**config.mk**
```make
export PLATFORM = sky130hd
export DESIGN_NAME = uart_rx_byte_flat
export DESIGN_NICKNAME = d
export VERILOG_FILES = /design/src/rtl/uart_rx_byte_pkg.sv /design/src/rtl/uart_rx_byte_if.sv /design/src/rtl/uart_rx_byte_sync_2ff.sv /design/src/rtl/uart_rx_byte.sv /design/src/flat_wrapper.sv
export SDC_FILE = /design/constraint.sdc
export NUM_CORES = 1
export LEC_CHECK = 0
export CORE_ASPECT_RATIO = 1.2
export CORE_UTILIZATION = 45
export CTS_CLUSTER_DIAMETER = 50
export DETAILED_ROUTE_END_ITERATION = 16
export MAX_ROUTING_LAYER = met4
export PLACE_DENSITY = 0.67
export SLEW_MARGIN = 15
export SYNTH_ARGS = -nofsm -noshare
export SYNTH_HDL_FRONTEND = slang
export SYNTH_SLANG_ARGS = --single-unit
```
**constraint.sdc**
```tcl
create_clock -name clk -period 1.5 [get_ports clk]
set_input_delay 0.3 -clock clk [delete_from_list [all_inputs] [get_ports clk]]
set_output_delay 0.3 -clock clk [all_outputs]
set_load 0.05 [all_outputs]
```
**src/rtl/uart_rx_byte_pkg.sv**
```systemverilog
// Purpose: shared UART constants and state encoding for the receiver (and a future transmitter).
// Latency: n/a (declarations only).
// Backpressure: n/a.
package uart_rx_byte_pkg;

  typedef enum logic [1:0] {
    RX_IDLE  = 2'd0,
    RX_START = 2'd1,
    RX_DATA  = 2'd2,
    RX_STOP  = 2'd3
  } rx_state_t;

  localparam int UART_DATA_BITS    = 8;
  // 50 MHz core clock at 115200 baud
  localparam int UART_CLKS_PER_BIT = 434;

endpackage

```
**src/rtl/uart_rx_byte_if.sv**
```systemverilog
// Purpose: serial line in, received byte and status strobes out.
// Latency: n/a (wires only).
// Backpressure: none; the consumer must take each byte on its strobe cycle.
interface uart_rx_byte_if;
  import uart_rx_byte_pkg::*;

  logic                      rx;
  logic [UART_DATA_BITS-1:0] dataOut;
  logic                      newData;
  logic                      frameError;
  logic                      busy;

  // receiver side
  modport master (
    input  rx,
    output dataOut, newData, frameError, busy
  );

  // line driver / byte consumer side
  modport slave (
    output rx,
    input  dataOut, newData, frameError, busy
  );
endinterface

```
**src/rtl/uart_rx_byte_sync_2ff.sv**
```systemverilog
// Purpose: 1-bit two-flop synchroniser for asynchronous inputs, reset to a chosen level.
// Latency: 2 clk from input change to output change.
// Backpressure: none.
module sync_2ff #(
  parameter logic RESET_VAL = 1'b1
) (
  input  logic clk,
  input  logic reset,
  input  logic d,
  output logic q
);

  logic meta;

  // two back-to-back flops; the first may go metastable, the second resolves it
  always_ff @(posedge clk or posedge reset) begin
    if (reset) begin
      meta <= RESET_VAL;
      q    <= RESET_VAL;
    end else begin
      meta <= d;
      q    <= meta;
    end
  end

endmodule

```
**src/rtl/uart_rx_byte.sv**
```systemverilog
// Purpose: 8N1 UART receiver; emits each good byte with a one-cycle newData strobe, flags bad stop bits.
// Latency: strobe visible 2 (sync) + 1 + CLKS_PER_BIT/2 + 9*CLKS_PER_BIT clk after rx falls.
// Backpressure: none; strobes are single-cycle and dataOut holds until the next good byte.
module uart_rx_byte
  import uart_rx_byte_pkg::*;
#(
  parameter int CLKS_PER_BIT = UART_CLKS_PER_BIT   // must be >= 8
) (
  input  logic           clk,
  input  logic           reset,
  uart_rx_byte_if.master bus
);

  localparam int CNT_W = $clog2(CLKS_PER_BIT);
  localparam logic [CNT_W-1:0] CNT_HALF_LAST = CNT_W'(CLKS_PER_BIT / 2 - 1);
  localparam logic [CNT_W-1:0] CNT_BIT_LAST  = CNT_W'(CLKS_PER_BIT - 1);
  localparam logic [2:0]       LAST_BIT_IDX  = 3'(UART_DATA_BITS - 1);

  rx_state_t                 state;
  rx_state_t                 state_nxt;
  logic [CNT_W-1:0]          cnt;
  logic [2:0]                bit_idx;
  logic [UART_DATA_BITS-1:0] shift;
  logic [UART_DATA_BITS-1:0] data_out;
  logic                      new_data;
  logic                      frame_error;
  logic                      rxs;

  logic half_hit;
  logic bit_hit;
  logic cnt_clr;
  logic sample_bit;
  logic stop_good;
  logic stop_bad;

  // idle line level is high, so the synchroniser resets high to avoid a false start
  sync_2ff #(.RESET_VAL(1'b1)) u_sync (
    .clk   (clk),
    .reset (reset),
    .d     (bus.rx),
    .q     (rxs)
  );

  assign half_hit = (cnt == CNT_HALF_LAST);
  assign bit_hit  = (cnt == CNT_BIT_LAST);

  // state register
  always_ff @(posedge clk or posedge reset) begin
    if (reset) state <= RX_IDLE;
    else       state <= state_nxt;
  end

  // next-state: a low at mid start bit confirms the frame, a high there was a glitch
  always_comb begin
    state_nxt = state;
    case (state)
      RX_IDLE:  if (!rxs)                             state_nxt = RX_START;
      RX_START: if (half_hit)                         state_nxt = rxs ? RX_IDLE : RX_DATA;
      RX_DATA:  if (bit_hit && bit_idx == LAST_BIT_IDX) state_nxt = RX_STOP;
      RX_STOP:  if (bit_hit)                          state_nxt = RX_IDLE;
      default:                                        state_nxt = RX_IDLE;
    endcase
  end

  // datapath controls decoded from state; busy is safe to use combinationally
  always_comb begin
    cnt_clr    = 1'b0;
    sample_bit = 1'b0;
    stop_good  = 1'b0;
    stop_bad   = 1'b0;
    case (state)
      RX_IDLE:  cnt_clr = 1'b1;
      RX_START: cnt_clr = half_hit;
      RX_DATA: begin
        cnt_clr    = bit_hit;
        sample_bit = bit_hit;
      end
      RX_STOP: begin
        cnt_clr   = bit_hit;
        stop_good = bit_hit && rxs;
        stop_bad  = bit_hit && !rxs;
      end
      default: cnt_clr = 1'b1;
    endcase
  end

  assign bus.busy = (state != RX_IDLE);

  // bit timing counter, bit index and the internal shift register
  always_ff @(posedge clk or posedge reset) begin
    if (reset) begin
      cnt     <= '0;
      bit_idx <= '0;
      shift   <= '0;
    end else begin
      cnt <= cnt_clr ? '0 : cnt + 1'b1;
      if (state == RX_START) bit_idx <= '0;
      else if (sample_bit)   bit_idx <= bit_idx + 1'b1;
      if (sample_bit) shift[bit_idx] <= rxs;
    end
  end

  // registered outputs; dataOut only moves on a good stop bit so partial frames stay hidden
  always_ff @(posedge clk or posedge reset) begin
    if (reset) begin
      data_out    <= '0;
      new_data    <= 1'b0;
      frame_error <= 1'b0;
    end else begin
      new_data    <= stop_good;
      frame_error <= stop_bad;
      if (stop_good) data_out <= shift;
    end
  end

  assign bus.dataOut    = data_out;
  assign bus.newData    = new_data;
  assign bus.frameError = frame_error;

endmodule

```
**src/flat_wrapper.sv**
```systemverilog
// flat-port wrapper written by rule: the top's interface ports become plain ports
module uart_rx_byte_flat import uart_rx_byte_pkg::*;
#(
  parameter int CLKS_PER_BIT = UART_CLKS_PER_BIT                  
)
  (clk, reset, bus_rx, bus_dataOut, bus_newData, bus_frameError, bus_busy);
  uart_rx_byte_if bus_i ();
  input  logic clk;
  input  logic reset;
  input wire logic [$bits(bus_i.rx)-1:0] bus_rx;
  output wire logic [$bits(bus_i.dataOut)-1:0] bus_dataOut;
  output wire logic [$bits(bus_i.newData)-1:0] bus_newData;
  output wire logic [$bits(bus_i.frameError)-1:0] bus_frameError;
  output wire logic [$bits(bus_i.busy)-1:0] bus_busy;
  assign bus_i.rx = bus_rx;
  assign bus_dataOut = bus_i.dataOut;
  assign bus_newData = bus_i.newData;
  assign bus_frameError = bus_i.frameError;
  assign bus_busy = bus_i.busy;
  uart_rx_byte #(.CLKS_PER_BIT(CLKS_PER_BIT)) u_core (.clk(clk), .reset(reset), .bus(bus_i));
endmodule
```
==> impl_metrics.yaml <==
outcome:
  status: "complete, but fails checks"
  violations: "negative setup slack"
drt:
  drt-total-wl_um: 4419
  drc: 0
  via_count: 1373
  drt-met1-wl_um: 1670
  vias_per_cell: 5.721
  routed.top_layer: "met4"
  wl_per_cell_um: 18.41
  wl_met2_um: 2466
  wl_met3_um: 165
  drt_pre_antenna_iters: 4
  dr.first_iter.drc_count: 55
  drtAntennaViolNets: 0
logic_synthesis:
  ys_types: 52
  netlist_instances: 140
  ys.flop_type: "dfrtp_1"
  syn_nets: 148
  avgSynthCellArea_um2: 12.60
  synth_compound_area_share_pct: 11.28
  synth-edff-count: 0
  synth_top_family_by_area: "simple AND/OR/NAND/NOR gates"
  synth_mux_area_share_pct: 10.21
  synthAdderAreaFrac_pct: 3.546
  ys_async_sr_fraction_pct: 100.0
  synthXorXnorAreaFrac_pct: 1.489
  synth-seq-area-share_pct: 48.37
  synth_simple_gate_area_share_pct: 20.85
  synth_area_um2: 1764
  ys_ff_latch: 34
  yosysWarnings: 0
power:
  p_per_area_nw_per_um2: 716.3
  p_sw_share_pct: 19.35
  power_mw: 1.984
  p_clk_share_pct: 51.5
  p_int_mw: 1.600
  seqPwrFrac_pct: 46.5
  ir_drop_uv: 586.1
  power.switching_mw: 0.3840
  total_leakage_power_nw: 1.343
  share_comb_of_total_power_pct: 2.0
placement:
  place_congestion: 0.8164
  placed_cells: 222
  port_buffers: 13
  dp_worst_setup_slack_ps: -231.6
  dp_hpwl_um: 2659
die:
  rows: 24
  die_height_um: 70.59
  core_area_um2: 3694
  die_area_um2: 4176
  io_pins: 14
  dieWidth_um: 59.16
  start_util_pct: 47.76
global_route:
  first_global_vias: 1451
  grt_first_pass_wirelength_um: 6893
  grt_max_degree: 35
  grt.overflow.total: 0
  antenna_found_initial: 0
  track_usage_pct: 23.38
clocking:
  clk_latency_ps: 290
  clk_path_buf_depth: 2
  cts_root_buf: "clkbuf_8"
  clk_pin_slew_ps: 80
  h-tree-depth: 2
  numCtsBuffers: 5
  cts_tree: "yes"
  numClockSinks: 34
  ctsHoldBuffers: 0
worst_setup_path:
  crit_family: "simple AND/OR/NAND/NOR gates"
  crit_type: "register to register"
  critPathBufInv: 2
  crit_arrival_ps: 1910
  cpMaxStageDelayCell: "dfrtp_1"
  path_common_cell: "buf_6"
  slowest_delay_ps: 410
  crit_required_ps: 1670
  cp_cell_sequence: "buf_6, ha_4, nand4b_4, buf_6, nor4_4, mux2_4"
  reg2reg_depth: 6
  crit_path_end_kind: "register"
  path_depth: 6
  rrSetupSlack_ps: -240
  crit_fanout: 4
  critPathLaunchType: "register"
timing:
  hold_viol: 0
  max_freq_ghz: 0.5746
  tightest_slew_ps: 475.7
  period_minus_slack_ps: 1740
  timing.final.crit_share_pct: 116.0
  maxSlewHeadroom_pct: 68.28
  finalSetupTns_ps: -4235
  setup_violations: 32
  rsz0062_at_grt: "yes"
  finClkSkew_ps: 10.98
  holdWs_ps: 338.8
  fin_ws_ps: -240.5
  report.final.slew_viol_count: 0
layout:
  nets: 195
  diodes: 0
  final_common_cell: "dfrtp_1"
  fin_cells: 240
  area_delta_synth_final_pct: 57.02
  final_cell_mix: "dfrtp_1, buf_4, buf_12, buf_6"
  drive_above_1_share_pct: 59.57
min_path:
  hold_path_class: "input pin to async pin"
flow_run:
  maxCapViolations: 0
==> path summary, 6_finish.rpt <==
check | start | end
worst max-delay path | u_core.cnt[0]$_DFF_PP0_ | u_core.shift[6]$_DFFE_PP0P_
worst min-delay path | reset | u_core.bus.dataOut[5]$_DFFE_PP0P_
worst max register to register | u_core.cnt[0]$_DFF_PP0_ | u_core.shift[6]$_DFFE_PP0P_
worst min register to register | u_core.u_sync.meta$_DFF_PP1_ | u_core.u_sync.q$_DFF_PP1_
max in group asynchronous | reset | u_core.u_sync.meta$_DFF_PP1_
min in group clk | u_core.u_sync.meta$_DFF_PP1_ | u_core.u_sync.q$_DFF_PP1_
==> layout make-up <==
cell class                      count  area (um^2)
Inverter                            6        22.52
Clock inverter                      3        68.82
Sequential cell                    34        854.6
Clock buffer                        5        68.82
Multi-Input combinational cell     94         1116
Tap cell                           52        65.06
Timing Repair Buffer               46        574.3
Fill cell                         233        923.4
==> cells by family after synthesis <==
family / Yosys count
simple gates: 44
xor+xnor: 3
mux: 16
flops: 34
fa+ha+maj: 5
compound gates: 25
buf+inv: 13
==> per-stage QoR <==
stage	util, %	cell area [um^2]
2_1_floorplan	-	1798
3_3_place_gp	60.74	2243
3_5_place_dp	60.74	2243
4_1_cts	71.58	2644
5_1_grt	75.00	2770
6_report	75.00	2770
==> synthesized netlist by cell type (all sizes together) (2+ instances only) <==
master	n	area, um^2
o41ai	2	17.52
dfstp	2	52.55
a22oi	4	35.03
nand2	5	18.77
nand3	5	25.02
inv	6	22.52
xor2	2	17.52
clkbuf	3	11.26
nand4	3	33.78
buf	4	41.29
a21oi	4	20.02
ha	5	62.56
or3b	2	20.02
or3	4	25.02
dfrtp	32	800.8
mux2	16	180.2
a22o	2	17.52
nor4	8	62.56
o21ai	5	40.04
==> tightest hold or removal path: cells and delay by family <==
kind,cells,cell delay (ps)
buffers and inverters,3,690
==> registers in the layout, indices dropped and copies added (netlist names), named ones only <==
signal	count
u_core.shift	8
u_core.bus.frameError	1
u_core.bus.dataOut	8
u_core.u_sync.q	1
u_core.bus.newData	1
u_core.cnt	9
u_core.state	1
u_core.bit_idx	3
u_core.u_sync.meta	1
==> power groups by stage <==
stage	Sequential [mW]	Combinational, mW	Clock [mW]
finish	0.922	0.0398	1.02
detailed placement	0.940	0.0402	0
global route	0.922	0.0449	1.08
global placement	0.939	0.0396	0
CTS	0.922	0.0412	1.04
floorplan	0.941	0.0181	0
==> routing by layer <==
metal / vias to the layer above / global-route usage (%)
li1: 626 / -
met1: 690 / 23.21
met2: 43 / 41.29
met3: 14 / 5.850
met4: 0 / 11.64
met5: - / -
==> repair_timing <==
| action | in CTS | in global routing |
|---|---|---|
| setup endpoints to repair | 32 | 32 |
| resized for setup | 41 | 21 |
| cloned | 1 | 0 |
| pin swaps | 14 | 15 |
| buffers inserted | 6 | 4 |
(Power assumes the default switching activity.)
